File: config.mk
export PLATFORM = sky130hd
export DESIGN_NAME = hazard_ctrl
export DESIGN_NICKNAME = d
export VERILOG_FILES = /design/src/rtl/hazard_pkg.sv /design/src/rtl/hazard_ctrl_fwd_sel.sv /design/src/rtl/hazard_ctrl.sv
export SDC_FILE = /design/constraint.sdc
export NUM_CORES = 1
export LEC_CHECK = 0
export CAP_MARGIN = 5
export CORE_MARGIN = 4
export CORE_UTILIZATION = 45
export CTS_CLUSTER_DIAMETER = 60
export DETAILED_ROUTE_END_ITERATION = 8
export MAX_ROUTING_LAYER = met4
export PLACE_DENSITY = 0.77
export SKIP_LAST_GASP = 1
export SYNTH_ARGS = -nofsm -noshare
export SYNTH_HDL_FRONTEND = slang
export SYNTH_SLANG_ARGS = --single-unit
File: constraint.sdc
create_clock -name clk -period 7.15 [get_ports clk]
set_clock_uncertainty 0.15 [all_clocks]
set_input_delay 1.43 -clock clk [delete_from_list [all_inputs] [get_ports clk]]
set_output_delay 1.43 -clock clk [all_outputs]
set_load 0.01 [all_outputs]
File: src/rtl/hazard_pkg.sv
// Shared encodings for the hazard/forwarding controller: forwarding selects,
// FSM states and the shadow-entry field widths.
package hazard_pkg;

  localparam logic [1:0] FWD_REG = 2'b00;
  localparam logic [1:0] FWD_MEM = 2'b01;
  localparam logic [1:0] FWD_WB  = 2'b10;

  localparam int REG_AW_DEF = 5;
  localparam int FLAG_W     = 1;

  typedef enum logic [1:0] {
    S_RUN   = 2'd0,
    S_STALL = 2'd1,
    S_FLUSH = 2'd2
  } state_t;

  function automatic logic [1:0] fwd_nz_count(input logic [1:0] a, input logic [1:0] b);
    return {1'b0, (a != FWD_REG)} + {1'b0, (b != FWD_REG)};
  endfunction

endpackage

File: src/rtl/hazard_ctrl_fwd_sel.sv
// Forwarding select for one ALU operand; the newer (EX) producer beats MEM,
// and a load in EX never forwards because its data is not ready yet.
module fwd_sel
  import hazard_pkg::*;
#(
  parameter int REG_AW = REG_AW_DEF
) (
  input  logic              use_src,
  input  logic [REG_AW-1:0] src,
  input  logic              ex_regwr,
  input  logic              ex_memtoreg,
  input  logic [REG_AW-1:0] ex_rw,
  input  logic              mem_regwr,
  input  logic [REG_AW-1:0] mem_rw,
  output logic [1:0]        sel
);

  localparam logic [REG_AW-1:0] ZERO = {REG_AW{1'b0}};

  // Register $0 is hardwired, so a zero source never matches a producer.
  always_comb begin
    sel = FWD_REG;
    if (!use_src || (src == ZERO)) begin
      sel = FWD_REG;
    end else if (ex_regwr && !ex_memtoreg && (ex_rw == src)) begin
      sel = FWD_MEM;
    end else if (mem_regwr && (mem_rw == src)) begin
      sel = FWD_WB;
    end else begin
      sel = FWD_REG;
    end
  end

endmodule

File: src/rtl/hazard_ctrl.sv
// EX-stage forwarding selects plus load-use stall / branch flush control.
// Optional counters are enabled by defining HAZARD_STATS_EN.
module hazard_ctrl
  import hazard_pkg::*;
#(
  parameter int REG_AW = REG_AW_DEF
`ifdef HAZARD_STATS_EN
  , parameter int CNT_W = 16
`endif
) (
  input  logic              clk,
  input  logic              rst,
  input  logic              id_valid,
  input  logic [REG_AW-1:0] id_rs,
  input  logic [REG_AW-1:0] id_rt,
  input  logic              id_use_rs,
  input  logic              id_use_rt,
  input  logic [REG_AW-1:0] id_rw,
  input  logic              id_regwr,
  input  logic              id_memtoreg,
  input  logic              ex_br_taken,
  output logic              pc_hold,
  output logic              ifid_hold,
  output logic              ifid_flush,
  output logic              idex_bubble,
  output logic [1:0]        fwd_a,
  output logic [1:0]        fwd_b
`ifdef HAZARD_STATS_EN
  , output logic [CNT_W-1:0] stall_cnt
  , output logic [CNT_W-1:0] flush_cnt
  , output logic [CNT_W-1:0] fwd_cnt
`endif
);

  localparam logic [REG_AW-1:0] ZERO = {REG_AW{1'b0}};

  state_t              state, state_nxt;
  logic [FLAG_W-1:0]   ex_regwr, ex_memtoreg, mem_regwr;
  logic [REG_AW-1:0]   ex_rw, mem_rw;
  logic                luse, luse_eff, load_ex;
  logic [1:0]          sel_a, sel_b;

  assign luse = id_valid && ex_memtoreg[0] && ex_regwr[0] && (ex_rw != ZERO)
              && ((id_use_rs && (id_rs == ex_rw)) || (id_use_rt && (id_rt == ex_rw)));
  assign luse_eff = luse && (state != S_STALL);
  assign load_ex  = id_valid && !idex_bubble;

  fwd_sel #(.REG_AW(REG_AW)) u_fwd_a (
    .use_src(id_use_rs), .src(id_rs),
    .ex_regwr(ex_regwr[0]), .ex_memtoreg(ex_memtoreg[0]), .ex_rw(ex_rw),
    .mem_regwr(mem_regwr[0]), .mem_rw(mem_rw), .sel(sel_a)
  );

  fwd_sel #(.REG_AW(REG_AW)) u_fwd_b (
    .use_src(id_use_rt), .src(id_rt),
    .ex_regwr(ex_regwr[0]), .ex_memtoreg(ex_memtoreg[0]), .ex_rw(ex_rw),
    .mem_regwr(mem_regwr[0]), .mem_rw(mem_rw), .sel(sel_b)
  );

  // State register, shadow pipeline and registered forwarding selects.
  always_ff @(posedge clk) begin
    if (rst) begin
      state       <= S_RUN;
      ex_regwr    <= 1'b0;
      ex_memtoreg <= 1'b0;
      ex_rw       <= ZERO;
      mem_regwr   <= 1'b0;
      mem_rw      <= ZERO;
      fwd_a       <= FWD_REG;
      fwd_b       <= FWD_REG;
    end else begin
      state     <= state_nxt;
      mem_regwr <= ex_regwr;
      mem_rw    <= ex_rw;
      if (load_ex) begin
        ex_regwr    <= id_regwr;
        ex_memtoreg <= id_memtoreg;
        ex_rw       <= id_rw;
        fwd_a       <= sel_a;
        fwd_b       <= sel_b;
      end else begin
        ex_regwr    <= 1'b0;
        ex_memtoreg <= 1'b0;
        ex_rw       <= ZERO;
        fwd_a       <= FWD_REG;
        fwd_b       <= FWD_REG;
      end
    end
  end

  // Next state: a taken branch overrides any pending load-use stall.
  always_comb begin
    state_nxt = S_RUN;
    case (state)
      S_RUN, S_STALL, S_FLUSH: begin
        if (ex_br_taken) begin
          state_nxt = S_FLUSH;
        end else if (luse_eff) begin
          state_nxt = S_STALL;
        end else begin
          state_nxt = S_RUN;
        end
      end
      default: state_nxt = S_RUN;
    endcase
  end

  // Pipeline control outputs for the current cycle.
  always_comb begin
    pc_hold     = 1'b0;
    ifid_hold   = 1'b0;
    ifid_flush  = 1'b0;
    idex_bubble = 1'b0;
    if (rst) begin
      idex_bubble = 1'b0;
    end else if (ex_br_taken) begin
      ifid_flush  = 1'b1;
      idex_bubble = 1'b1;
    end else if (luse_eff) begin
      pc_hold     = 1'b1;
      ifid_hold   = 1'b1;
      idex_bubble = 1'b1;
    end else begin
      idex_bubble = 1'b0;
    end
  end

`ifdef HAZARD_STATS_EN
  localparam logic [CNT_W-1:0] CNT_MAX = {CNT_W{1'b1}};
  logic [CNT_W-1:0] fwd_inc;

  assign fwd_inc = load_ex ? CNT_W'(fwd_nz_count(sel_a, sel_b)) : {CNT_W{1'b0}};

  // Saturating event counters.
  always_ff @(posedge clk) begin
    if (rst) begin
      stall_cnt <= {CNT_W{1'b0}};
      flush_cnt <= {CNT_W{1'b0}};
      fwd_cnt   <= {CNT_W{1'b0}};
    end else begin
      if (pc_hold && (stall_cnt != CNT_MAX)) stall_cnt <= stall_cnt + 1'b1;
      if (ifid_flush && (flush_cnt != CNT_MAX)) flush_cnt <= flush_cnt + 1'b1;
      if ((CNT_MAX - fwd_cnt) < fwd_inc) fwd_cnt <= CNT_MAX;
      else fwd_cnt <= fwd_cnt + fwd_inc;
    end
  end
`endif

endmodule
# After elaboration in Yosys (flattened, before gate mapping)
# Cells that the tools add are included.
dict set report classes {
  eq_ne 9
  n_mux 13
  bitwise_logic 2
  n_reduce_logical 32
}
# operator n
set op_table {}
lappend op_table {{5-bit equality test} 6}
lappend op_table {{1-bit logical AND} 13}
lappend op_table {{3-bit OR reduction} 4}
lappend op_table {{5-bit logical NOT} 2}
lappend op_table {{1-bit two-way mux} 10}
lappend op_table {{4-bit OR reduction} 2}
lappend op_table {{2-bit two-way mux} 3}
lappend op_table {{5-bit nonzero test} 1}
lappend op_table {{1-bit logical NOT} 4}
lappend op_table {{2-bit OR reduction} 2}
lappend op_table {{1-bit logical OR} 3}
lappend op_table {{2-bit by 1-bit equality test with 1-bit output, second input constant} 1}
lappend op_table {{2-bit equality test, second input constant} 1}
lappend op_table {{2-bit logical NOT} 1}
lappend op_table {{2-bit by 1-bit inequality test with 1-bit output, second input constant} 1}
lappend op_table {{1-bit NOT} 2}
dict set report totals {
  register_bits 19
  input_bits 23
  out_inout_bits 8
  elab_cells 67
}

# Logic depth before layout (Yosys ltp)
# Gate-level depths: netlist (run 1).
dict set report depth {
  depth_word 12
  ltp_mapped 6
  depth_no_buf 4
}

# Modules after synthesis
# Synthesis (run 1) repeated with hierarchy kept, for this count alone.
dict set report unflattened {
  hier_cells 118
  hier_area_um2 1106.1
}
# mod n_inst cells_each area_each_um2 seq_area_each_um2
set by_module_without_submodules {}
lappend by_module_without_submodules {hazard_ctrl 1 82 823.3 380.4}
lappend by_module_without_submodules {fwd_sel 2 18 141.4 0.0}

# Least setup slack after synthesis (run 1)
# Ideal clock, no wire load.
dict set report synth_timing {
  kind {input to output}
  start {in rst}
  end {out pc_hold}
  t_arrival_ns 3.014
  t_required_ns 5.570
  setup_slack_ns 2.556
  path_stages 6
  path_buffers 2
  path_cell_list {buf_6 -> nand4b_4 -> a211o_1 -> or4_4 -> a21oi_1 -> buf_4}
}
dict set report synth_via {
  elab_chain_len 1
}
# item line
set synth_rtl {}
lappend synth_rtl {{from (decl)} hazard_ctrl.sv:12} ;# input logic rst,
lappend synth_rtl {{1-bit two-way mux} --}
lappend synth_rtl {{to (decl)} hazard_ctrl.sv:22} ;# output logic pc_hold,
# Every way passes these cells.

# Final worst setup path (run 1)
dict set report layout_timing {
  start {in rst}
  end {out pc_hold}
}
dict set report layout_via {
  elab_chain_len 1
}
# item line
set layout_rtl {}
lappend layout_rtl {{1-bit two-way mux} hazard_ctrl.sv:114} ;# if (rst) begin
# Every way passes these cells.

==> results of run 1 <==
==> routing by layer <==
layer,up-vias,GRT usage (%),wire length [um]
met5,-,-,0
met4,0,3.13,13
met3,2,4.66,152
met2,24,24.0,993
met1,382,17.4,956
li1,434,-,-
==> power breakdown <==
group          total, mW  internal (mW)  switching [mW]
sequential         0.110          0.108         0.00209
clock             0.0521         0.0217          0.0305
combinational     0.0326         0.0194          0.0132
total              0.195          0.149          0.0458
==> state kept, by name (all words and copies together) (netlist names) <==
register,flops
ex_memtoreg,1
mem_regwr,1
ex_rw,5
ex_regwr,1
state,2
fwd_b,2
mem_rw,5
fwd_a,2
==> worst max-delay path, stage by stage <==
cell and delay, ns:
sky130_fd_sc_hd__clkdlybuf4s50_1 0.53, sky130_fd_sc_hd__nand4b_4 0.24, sky130_fd_sc_hd__a211o_1 0.33, sky130_fd_sc_hd__or4_4 0.57, sky130_fd_sc_hd__a21oi_1 0.20, sky130_fd_sc_hd__clkdlybuf4s50_1 0.57
==> through the flow <==
stage | util (%) | power, mW | area, um^2 | setup WS (ns)
final | 65.9 | 0.195 | 1350 | 1.69
after global routing | 65.9 | 0.204 | 1350 | 1.61
after CTS | 65.9 | 0.196 | 1350 | 1.67
after detailed placement | 64.6 | 0.145 | 1320 | 1.70
after global placement | 64.6 | 0.144 | 1320 | 1.77
after floorplan | - | 0.126 | 1010 | 2.56
==> path summary, 6_finish.rpt <==
| check | from | end | depth (start not counted) |
|---|---|---|---|
| setup / recovery | rst | pc_hold | 6 |
| hold / removal | state[0] | state[0] | 1 |
| setup reg to reg | ex_rw[3] | fwd_a[1] | 4 |
| hold reg to reg | state[0] | state[0] | 1 |
==> cell usage after synthesis (2+ instances only) <==
cell	instances
sky130_fd_sc_hd__nand3_1	4
sky130_fd_sc_hd__o211ai_1	2
sky130_fd_sc_hd__nand2_1	10
sky130_fd_sc_hd__inv_1	4
sky130_fd_sc_hd__and4_2	2
sky130_fd_sc_hd__nor2_1	3
sky130_fd_sc_hd__dfxtp_1	19
sky130_fd_sc_hd__xnor2_1	9
sky130_fd_sc_hd__or2b_2	2
sky130_fd_sc_hd__xor2_1	9
sky130_fd_sc_hd__nor4_1	4
sky130_fd_sc_hd__or4_1	2
sky130_fd_sc_hd__and2b_2	6
sky130_fd_sc_hd__nor3_1	8
==> logic make-up (layout without fill, tap and decap cells) <==
family,after synthesis,after routing,synth area share [%]
flops,19,19,37.7
buf+inv,7,38,3.72
xor+xnor,18,18,15.6
simple gates,51,51,34.7
compound gates,10,10,8.19
==> cell type report <==
| class | count | share of cell area (%) |
|---|---|---|
| multi-input combinational | 79 | 43.9 |
| tap | 27 | 2.51 |
| inverter | 4 | 1.12 |
| timing repair buffer | 30 | 22.3 |
| sequential | 19 | 28.3 |
| clock buffer | 4 | 1.95 |
==> run_results.csv, run 1 <==
group,metric,value,unit
routing,detailedRoute.firstPassIterationCount,4,
clock_network,worst_skew_pair.late_latency,0.29,ns
sta,timing_worst_slew_pin_value,0.554,ns
place,finalWeightedCongestion,0.909,
global_route,initial_antenna_violation_count,0,
clock_network,clock_tree_root_buffer_cell,"sky130_fd_sc_hd__clkbuf_4",
critical_path,timing.critical_path.required,5.57,ns
floorplan,floorplan.initialDensity,49.4,%
critical_path,ff2ff_setup_slack,5.25,ns
routing,drt-wirelength-per-cell,13.0,um
yosys,synth.avg_cell_area,9.60,um^2
sta,tns,0,ns
layout,most_common_cell_after_layout_fill_and_taps_aside,"sky130_fd_sc_hd__clkdlybuf4s50_1",
clock_network,tritoncts_num_sinks,19,
global_route,first_global_vias,804,
sta,slew_headroom,62.9,%
layout,areaGrowthSynthToFinish,33.5,%
yosys,leading_cell_types_by_total_area_after_synthesis,"sky130_fd_sc_hd__dfxtp_1 (38%), sky130_fd_sc_hd__xnor2_1 (7.8%), sky130_fd_sc_hd__xor2_1 (7.8%), sky130_fd_sc_hd__and2b_2 (5.2%), sky130_fd_sc_hd__nor3_1 (4.0%)",
status,outcome,"completed",
sta,setup_viol_count_final,0,
yosys,synth_top_cell_by_area,"sky130_fd_sc_hd__dfxtp_1",
sta,report.final.hold_viol_count,0,
sta,achievable-frequency,183,MHz
global_route,globalRouteTotalUtil,14.6,%
sta,final_clock_period_utilization_by_the_worst_path,76.3,%
run,max_cap_viol_count,0,
place,buffer_ports.inserted,30,
floorplan,floorplan.die.height,55.3,um
layout,count_of_fill_cells_added_during_filler_insertion,191,
layout,final_net_count,160,
sta,hold-worst-slack,0.339,ns
layout,seqCellArea,380,um^2
routing,drt-initial-drc-count,3,
critical_path,critPathArrivalTime,3.88,ns
layout,multiInputGateArea,591,um^2
global_route,grt_first_pass_wirelength,3.54,mm
critical_path,worstPathMaxFanout,9,
yosys,async_reset_ff_share,0,%
yosys,synth_nets,128,
power,vdd.ir_drop.worst,0.000121,V
floorplan,placeableCoreArea,0.00204,mm^2
worst_hold_path,holdCritPathClass,"reg2reg",
clock_network,clkSlewWorstSetupHoldPaths,0.11,ns
yosys,synthCells,105,
critical_path,classification_of_the_worst_setup_path,"in2out",
routing,drt_wl_total,2.12,mm
yosys,yosysSeqAreaShare,37.7,%
clock_network,postCtsResizedCells,0,
yosys,synth-edff-count,0,
floorplan,die_area,0.00306,mm^2
routing,vias_per_cell,5.17,
floorplan,io_pins,31,
power,power_density,145,mW/mm^2
yosys,postSynth.topFlopCell,"sky130_fd_sc_hd__dfxtp_1",
yosys,yosysWarningCount,0,
sta,rsz0062_at_grt,"false",
place,dp.final_hpwl,1.75,mm
global_route,grt.overflow.total,0,
clock_network,cts_max_path_buffers,2,
routing,drt_drc_violations_left,0,
layout,num_antenna_cells,0,
critical_path,cp-start-kind,"primary input",
floorplan,fp-row-count,16,
yosys,ys_ff_latch,19,
layout,layout_cell_share_with_drive_strength_beyond_1,13.2,%
power,power.leakage,0.532,nW
yosys,synth_cell_types,35,
layout,final_cell_count_no_fill,163,
yosys,share_of_the_synthesized_area_in_the_top_cell_type,37.7,%
clock_network,cts.repair_timing.setup_buffer_count,0,
clock_network,tritoncts_clock_tree,"yes",
layout,most-common-layout-cells,"sky130_fd_sc_hd__clkdlybuf4s50_1 (30), sky130_fd_sc_hd__dfxtp_1 (19), sky130_fd_sc_hd__nand2_1 (10)",
global_route,largest_net_degree_at_the_start_of_global_routing,11,
place,placed_cells,159,
routing,route.antenna.remaining_nets,0,
sta,finalMaxSlewViolations,0,
clock_network,h-tree-depth,1,
routing,via_count,842,
yosys,synthesis.area,0.00101,mm^2
floorplan,chipWidth,55.3,um
clock_network,hold_buffers,0,
critical_path,critical_path_capture_point_type,"primary output",
sta,final.min_clock_period,5.46,ns
clock_network,numCtsBuffers,3,
No activity file was read; power rests on OpenSTA's default activity.
==> inputs of run 2 (changes only) <==
CORE_UTILIZATION = 41   (was 45)
PLACE_DENSITY = 0.74   (was 0.77)
clock period = 4.6 ns   (was 7.15 ns; I/O delays follow)
==> run 2 against run 1 <==
  * Critical path depth stayed put
  * Global-route usage is 0.81 points lower
  * Sequential share of layout area is 0.52 points lower
  * Die area is 8.3% higher
  * Final area is 1.9% higher
  * Sequential cell count stayed put
  * First-iteration DRC count grew to 4.0 times the previous value
  * Sequential power is 55% higher
  * Count of clock-buffer cells in the layout is 1 lower
  * Hold slack better by 0.0045 ns
  * Register-to-register slack worse by 2.6 ns
  * Wire length is 5.0% higher
  * Highest routed layer unchanged
==> run_results.csv, run 2 (synthesis gave the netlist of run 1 again) <==
group,metric,value,unit
clock_network,tritoncts_num_sinks,19,
global_route,largest_net_degree_at_the_start_of_global_routing,12,
critical_path,worst_r2r_startpoint,"ex_rw[4]",
sta,slew_headroom,59.6,%
floorplan,placeableCoreArea,0.00228,mm^2
place,placement.cell_area,0.00134,mm^2
worst_hold_path,whs_endpoint,"state[0]",
sta,finalMaxSlewViolations,0,
routing,dr.max_layer_used,"met4",
power,clock_power_share,26.7,%
power,internal_power,0.231,mW
global_route,initial_antenna_violation_count,0,
sta,final_clock_period_utilization_by_the_worst_path,93.1,%
floorplan,io_pins,31,
critical_path,critical_path_capture_point_type,"primary output",
routing,vias_per_cell,5.23,
global_route,globalRouteTotalUtil,13.8,%
layout,biggestRegsByFlops,"ex_rw: 5 flops, mem_rw: 5 flops",
floorplan,chipWidth,57.6,um
routing,met2WireLength,1.09,mm
clock_network,numCtsBuffers,3,
power,power_density,222,mW/mm^2
critical_path,critPathArrivalTime,3.21,ns
routing,route.antenna.remaining_nets,0,
critical_path,worst_r2r_endpoint,"state[0]",
floorplan,floorplan.die.height,57.6,um
layout,most_common_cell_after_layout_fill_and_taps_aside,"sky130_fd_sc_hd__clkdlybuf4s50_1",
clock_network,worst_skew_pair.late_latency,0.29,ns
clock_network,cts.repair_timing.setup_buffer_count,0,
routing,detailedRoute.firstPassIterationCount,4,
layout,areaGrowthSynthToFinish,36.0,%
critical_path,cp-start-kind,"primary input",
critical_path,classification_of_the_worst_setup_path,"in2out",
power,p_sw,0.0735,mW
sta,final.min_clock_period,4.28,ns
global_route,grt.overflow.total,0,
critical_path,ff2ff_setup_slack,2.69,ns
critical_path,timing.critical_path.required,3.53,ns
layout,final_cell_count_no_fill,167,
power,vdd.ir_drop.worst,0.000174,V
clock_network,clock_tree_root_buffer_cell,"sky130_fd_sc_hd__clkbuf_4",
power,power.leakage,0.549,nW
clock_network,tritoncts_clock_tree,"yes",
critical_path,worst_r2r_path_depth,4,
sta,rsz0062_at_grt,"false",
sta,setup_viol_count_final,0,
floorplan,die_area,0.00332,mm^2
routing,wirelength_met1,936,um
clock_network,hold_buffers,0,
routing,drt_wl_total,2.22,mm
clock_network,cts_max_path_buffers,2,
sta,tns,0,ns
routing,drt_drc_violations_left,0,
worst_hold_path,hold_path_startpoint,"state[0]",
worst_hold_path,holdCritPathClass,"reg2reg",
clock_network,h-tree-depth,1,
power,sw_frac_of_total,24.1,%
layout,num_antenna_cells,0,
sta,report.final.hold_viol_count,0,
floorplan,floorplan.initialDensity,44.3,%
clock_network,clkSlewWorstSetupHoldPaths,0.11,ns
power,seq_power_share,56.1,%
layout,seqCellArea,380,um^2
layout,multiInputGateArea,591,um^2
sta,achievable-frequency,234,MHz
status,outcome,"completed",
clock_network,postCtsResizedCells,0,
place,dp.final_hpwl,1.91,mm
layout,final_net_count,163,
global_route,grt_first_pass_wirelength,3.42,mm
routing,dr_wl_met3,168,um
global_route,first_global_vias,816,
place,finalWeightedCongestion,0.931,
floorplan,fp-row-count,17,
layout,layout_cell_share_with_drive_strength_beyond_1,15.8,%
routing,drt-initial-drc-count,12,
routing,drt-wirelength-per-cell,13.3,um
run,max_cap_viol_count,0,
power,combinationalPowerShare,17.2,%
sta,timing_worst_slew_pin_value,0.604,ns
layout,count_of_fill_cells_added_during_filler_insertion,190,
layout,most-common-layout-cells,"sky130_fd_sc_hd__clkdlybuf4s50_1 (30), sky130_fd_sc_hd__dfxtp_1 (19), sky130_fd_sc_hd__nand2_1 (10)",
critical_path,worstPathMaxFanout,4,
place,placed_cells,163,
place,buffer_ports.inserted,30,
layout,final_cell_area,0.00137,mm^2
routing,via_count,873,
worst_hold_path,hold_path_depth,1,
[run 2: final cells by class]
type	count	area share, %
multi-input cells	79	43.1
inverters	4	1.09
repair buffers	33	23.5
well taps	28	2.55
clock buffers	3	1.64
clock inverters	1	0.365
flip-flops and latches	19	27.7
[run 2: worst max-delay path by stage]
stage / from / to / slack [ns] / cells after the start
finish: id_valid / ifid_hold / 0.32 / 6
global route: rst / ifid_hold / 0.22 / 6
CTS: id_valid / ifid_hold / 0.32 / 6
detailed placement: id_valid / ifid_hold / 0.31 / 6
global placement: rst / ifid_hold / 0.36 / 6
floorplan: rst / pc_hold / 1.03 / 6
[run 2: through the flow]
| step | hold WS (ns) | utilization [%] | setup WS [ns] | total power [mW] |
|---|---|---|---|---|
| CTS | 0.345 | 60.3 | 0.316 | 0.307 |
| detailed placement | 0.330 | 59.0 | 0.314 | 0.227 |
| global route | 0.359 | 60.3 | 0.218 | 0.319 |
| floorplan | 0.280 | - | 1.03 | 0.197 |
| global placement | 0.318 | 59.0 | 0.358 | 0.226 |
| finish | 0.343 | 60.3 | 0.318 | 0.305 |
[run 2: power by group through the flow]
stage	Clock [mW]	Combinational, mW	Sequential, mW
floorplan	0	0.0229	0.174
global placement	0	0.0512	0.175
detailed placement	0	0.0524	0.175
CTS	0.0833	0.0526	0.171
global route	0.0911	0.0566	0.171
finish	0.0814	0.0524	0.171
[run 2: critical path, stage by stage]
cell	delay (ns)
sky130_fd_sc_hd__clkdlybuf4s50_1	0.53
sky130_fd_sc_hd__nand4b_4	0.11
sky130_fd_sc_hd__a211o_1	0.32
sky130_fd_sc_hd__or4_4	0.57
sky130_fd_sc_hd__a21oi_1	0.19
sky130_fd_sc_hd__clkdlybuf4s50_1	0.57
[run 2: layer usage]
layer  GRT usage, %  vias up
met5              -        -
met4           4.97        0
met3           4.30        4
met2           23.7       30
met1           14.7      401
li1               -      438
